$ cat config.mk
export PLATFORM = sky130hd
export DESIGN_NAME = maxpool_reader
export DESIGN_NICKNAME = d
export VERILOG_FILES = /design/src/rtl/maxpool_reader.sv
export SDC_FILE = /design/constraint.sdc
export NUM_CORES = 1
export LEC_CHECK = 0
export CORE_ASPECT_RATIO = 2
export CORE_MARGIN = 8
export CORE_UTILIZATION = 30
export DETAILED_ROUTE_END_ITERATION = 8
export PLACE_DENSITY = 0.51
export SETUP_SLACK_MARGIN = 0.05
export SYNTH_ARGS = -nofsm -noshare
export SYNTH_HDL_FRONTEND = slang
export SYNTH_SLANG_ARGS = --single-unit
$ cat constraint.sdc
create_clock -name clk -period 3.1 [get_ports clk]
set_input_delay 0.62 -clock clk [delete_from_list [all_inputs] [get_ports clk]]
set_output_delay 0.62 -clock clk [all_outputs]
set_load 0.01 [all_outputs]
$ cat src/rtl/maxpool_reader.sv
// 2x2 max-pooling reader: walks an SxS frame, pairs each odd row with the
// previous row from the row stacks, and emits one result per window. MAXPOOL_RELU_EN clamps negatives to zero.
module maxpool_reader (
    input  logic       clk,
    input  logic       rst_n,
    input  logic       en,
    input  logic [7:0] SIZE_maxpooling_IN,
    input  logic [7:0] pix_in1,
    input  logic [7:0] pix_in2,
    input  logic [7:0] stk_out1,
    input  logic [7:0] stk_out2,
    output logic [8:0] col,
    output logic [7:0] pool_out1,
    output logic [7:0] pool_out2,
    output logic       pool_valid,
    output logic       frame_done
);

    localparam logic [1:0] ST_IDLE = 2'd0;
    localparam logic [1:0] ST_FILL = 2'd1;
    localparam logic [1:0] ST_POOL = 2'd2;

    logic [1:0] r_state;
    logic [7:0] r_size;
    logic [8:0] r_col;
    logic [8:0] r_row;
    logic [7:0] r_h1;
    logic [7:0] r_h2;
    logic [7:0] r_pool_out1;
    logic [7:0] r_pool_out2;
    logic       r_pool_valid;
    logic       r_frame_done;

    logic [7:0] w_size;
    logic [8:0] w_size9;
    logic       w_last_col;
    logic       w_last;
    logic [7:0] w_vmax1;
    logic [7:0] w_vmax2;

    function automatic logic [7:0] f_smax(input logic [7:0] a, input logic [7:0] b);
        return ($signed(a) > $signed(b)) ? a : b;
    endfunction

    function automatic logic [7:0] f_post(input logic [7:0] v);
`ifdef MAXPOOL_RELU_EN
        return v[7] ? 8'h00 : v;
`else
        return v;
`endif
    endfunction

    // In IDLE the incoming size applies to the very pixel that starts the frame.
    always_comb begin
        w_size     = (r_state == ST_IDLE) ? SIZE_maxpooling_IN : r_size;
        w_size9    = {1'b0, w_size};
        w_last_col = (w_size9 == r_col + 9'd1);
        w_last     = (w_size == 8'd0) || (w_last_col && (w_size9 == r_row + 9'd1));
        w_vmax1    = f_smax(pix_in1, stk_out1);
        w_vmax2    = f_smax(pix_in2, stk_out2);
    end

    always_ff @(posedge clk or negedge rst_n) begin
        if (!rst_n) begin
            r_state      <= ST_IDLE;
            r_size       <= '0;
            r_col        <= '0;
            r_row        <= '0;
            r_h1         <= '0;
            r_h2         <= '0;
            r_pool_out1  <= '0;
            r_pool_out2  <= '0;
            r_pool_valid <= 1'b0;
            r_frame_done <= 1'b0;
        end else begin
            r_pool_valid <= 1'b0;
            r_frame_done <= 1'b0;
            if (en) begin
                if (r_state == ST_IDLE) begin
                    r_size <= SIZE_maxpooling_IN;
                end
                // Odd S: the trailing even column only loads h and never completes.
                if (r_state == ST_POOL) begin
                    if (!r_col[0]) begin
                        r_h1 <= w_vmax1;
                        r_h2 <= w_vmax2;
                    end else begin
                        r_pool_out1  <= f_post(f_smax(r_h1, w_vmax1));
                        r_pool_out2  <= f_post(f_smax(r_h2, w_vmax2));
                        r_pool_valid <= 1'b1;
                    end
                end
                if (w_last) begin
                    r_state      <= ST_IDLE;
                    r_col        <= '0;
                    r_row        <= '0;
                    r_frame_done <= 1'b1;
                end else if (w_last_col) begin
                    r_col   <= '0;
                    r_row   <= r_row + 9'd1;
                    r_state <= r_row[0] ? ST_FILL : ST_POOL;
                end else begin
                    r_col <= r_col + 9'd1;
                    if (r_state == ST_IDLE) begin
                        r_state <= ST_FILL;
                    end
                end
            end
        end
    end

    assign col        = r_col;
    assign pool_out1  = r_pool_out1;
    assign pool_out2  = r_pool_out2;
    assign pool_valid = r_pool_valid;
    assign frame_done = r_frame_done;

endmodule

==> impl_results.md, run 1 <==
* Status: complete, but fails checks
* Failing checks: negative setup slack
* Synth Area per Inst at 9.20 um2
* Final worst-path cycle share at 107%
* Netlist Area Pre-Place at 4350 um2
* Initial antenna violation count at 0
* Area grow syn2layout at 58.5%
* Post-synth top cells: dfrtp_1, inv_1, nor2_1
* Top-count cell post-synth: dfrtp_1
* P_sw at 1530 uW
* Non-Filler Instances at 850
* #FFs+latches synth at 62
* Routed Antenna Nets at 0
* Final setup TNS at -2.67 ns
* HP Class: primary input to async pin
* CTS max path bufs at 2
* Share of layout cells above drive strength 1 at roughly 41%
* Placer Congestion at 0.904
* Sequential share of power at a little over a quarter
* Num rows at just over 60
* CP endpoint kind: flip-flop
* Crit path required time at 3.35 ns
* Overall Power at 4170 uW
* WS Path Type: primary input to flip-flop
* Clock root buffer: clkbuf_16
* Initial Util at 30.5%
* CTS tree: done
* DIE AREA at 18800 um2
* Worst-path clk slew at 0.06 ns
* N_diodes at 0
* Number of flops mapped to enable cells by yosys at 0
* Internal power at 2640 uW
* Comb power frac at 50.0%
* Final WS setup at -0.227 ns
* Fmax at 0.301 GHz
* Synth top area cells: dfrtp_1, ha_1, mux2i_1
* Netlist cell types at 66
* Ys flop type: dfrtp_1
* Via density at 4.91
* # DRC at 0
* TritonRoute pass-1 iters at 4
* Chip height at 186 um
* Hold Violations, Final at 0
* Clock Sinks at between 60 and 70
* Yosys warning count at 0
* Clock power frac at between 20% and 30%
* Asr flop ratio synth at 100%
* Final setup fails at 16
* Clk_lat worst skew at 0.33 ns
* Initial DRC count at 114
* Mapped Nets at 550
* Drt wl/cell at 15.8 um
* Post-Synthesis Cells at roughly 470
* Vias in the first global route at 4483
* Post-CTS Hold Buffers at 0
* PortBufs at 69
* Clk_skew at 0.00689 ns
* CP max FO at 8
* Fin Hold WS at 0.224 ns
* Slew Limit Fails at 0
* Top-area cell type share of the netlist area at 35.7%
* Sequential element share of the synthesized area at 35.7%
* Final Critical Period at 3.33 ns
* Worst-margin pin slew at 0.534 ns
* DP Cell Count at 812
* Pleak at between 0.003 and 0.004 uW
* Peak VDD IR at 0.000416 V
* NumNets Final at 730
* Largest net degree at the start of global routing at 34
* Startpoint Class: primary input
* Cell area power density at 604 nW/um2
* Data arrival, critical path at 3.58 ns
* Total Wirelength at 13400 um
* GR Overflow Total at 0
* TritonCTS Buffers at 9
* GRT Total Usage at 14.6%
* Synth area leader: dfrtp_1
* Max-slew headroom at 64.0%
* RSZ-0062 raised after global routing: yes
* Max_cap viols at 0
* Sw frac at 36.7%
* H-tree Lvls at 3
* Die W at 101 um
* Placeable Area at 14300 um2
* HPWL after detailed placement at 10200 um
* # IOs at 70
* First-pass GRT wire length at 21900 um
* Via Count at approximately 4200
## sequential cells by signal, indices dropped and copies added (netlist names)
signal	flops
col	9
frame_done	1
pool_out1	8
pool_out2	8
pool_valid	1
r_h1	8
r_h2	8
r_row	9
r_size	8
r_state	2
## layout by cell type, fill, tap and decap left out, drive strengths merged, types with 3 or more instances in the layout
cell type / Yosys / routed
xor2: 5 / 5
nor4: 3 / 3
dlygate4sd2: 0 / 6
a21oi: 30 / 30
and3: 8 / 8
dlymetal6s2s: 0 / 3
clkbuf: 13 / 30
o21ai: 28 / 28
a21o: 14 / 14
nand2b: 3 / 3
nand2: 26 / 26
nand4: 6 / 6
nand3: 18 / 18
xnor2: 7 / 7
nor3: 8 / 8
o22ai: 3 / 3
nor2b: 5 / 5
ha: 34 / 34
nor2: 41 / 41
and2: 6 / 6
a22o: 3 / 3
dfrtp: 62 / 62
a221o: 4 / 4
inv: 40 / 40
clkdlybuf4s50: 0 / 35
mux2i: 22 / 22
mux2: 17 / 17
o2bb2ai: 9 / 9
buf: 5 / 124
or3b: 3 / 3
o21a: 3 / 3
a211oi: 10 / 10
## cells by family (layout without fill, tap and decap cells)
logic type      after synthesis  after routing  synth area share [%]
simple gates                139            139                  16.2
compound gates              128            128                  20.6
xor+xnor                     13             13                  2.96
flops                        62             62                  35.7
fa+ha+maj                    34             34                  9.78
mux                          39             39                  9.46
buf+inv                      58            243                  5.35
## worst max-delay path, stage by stage
cell and delay (ns):
buf_4 0.13, ha_4 0.21, a21o_1 0.15, a2111o_1 0.39
o21ai_4 0.22, mux2_4 0.35, ha_4 0.27, nand3_2 0.07
o31a_1 0.31, o21ai_1 0.07, o21ai_1 0.08, a31o_4 0.26
mux2_4 0.31, o21ai_2 0.12
## layer usage
| layer | global-route usage, % | routed length [um] | vias to the layer above |
|---|---|---|---|
| met5 | 0 | 0 | - |
| met4 | 5.03 | 254 | 0 |
| met3 | 2.68 | 403 | 15 |
| met2 | 28.8 | 7900 | 75 |
| met1 | 14.1 | 4850 | 1992 |
| li1 | - | - | 2089 |
## path summary, 6_finish.rpt
check,slack [ns],cells after the start,endpoint,from
max in group asynchronous,2.08,2,pool_out2[3],rst_n
setup / recovery,-0.23,14,pool_out2[3],pix_in2[5]
hold / removal,0.22,1,r_size[1],rst_n
setup reg to reg,0.20,9,r_row[4],r_state[0]
hold reg to reg,0.48,1,pool_out1[6],pool_out1[6]
min in group clk,0.48,1,pool_out1[6],pool_out1[6]
## layout make-up
| type | count | area, um2 |
|---|---|---|
| Fill cell | 1396 | 7380 |
| Clock inverter | 4 | 32.5 |
| Tap cell | 192 | 240 |
| Sequential cell | 62 | 1550 |
| Clock buffer | 12 | 246 |
| Multi-Input combinational cell | 353 | 3100 |
| Inverter | 40 | 178 |
| Timing Repair Buffer | 187 | 1550 |
## repair_timing
item,4_1_cts,5_1_grt
pin swaps,46,45
buffers inserted,18,7
gates resized for setup,100,89
endpoints found under the setup margin,26,29
## power by group through the flow
stage | registers, uW | clock network (uW) | logic [uW]
3_3_place_gp | 1130 | 0 | 1820
3_5_place_dp | 1130 | 0 | 1850
2_1_floorplan | 1120 | 0 | 1110
5_1_grt | 1160 | 1020 | 2270
6_report | 1140 | 947 | 2080
4_1_cts | 1130 | 982 | 2000
## per-stage QoR
step	cell area, um2	setup slack [ns]	util (%)
after floorplan	4540	-0.458	-
after detailed placement	6100	-1.10	42.8
after CTS	6710	-0.422	47.0
final	6900	-0.227	48.3
after global routing	6900	-0.357	48.3
after global placement	6100	-1.06	42.8
Power figures use the tool's default switching activity.
==> run 2: changes to the inputs <==
GPL_ROUTABILITY_DRIVEN = 1   (was not set)
==> results of run 2 <==
The final DEF is identical to that of run 1; final timing and power are the same.
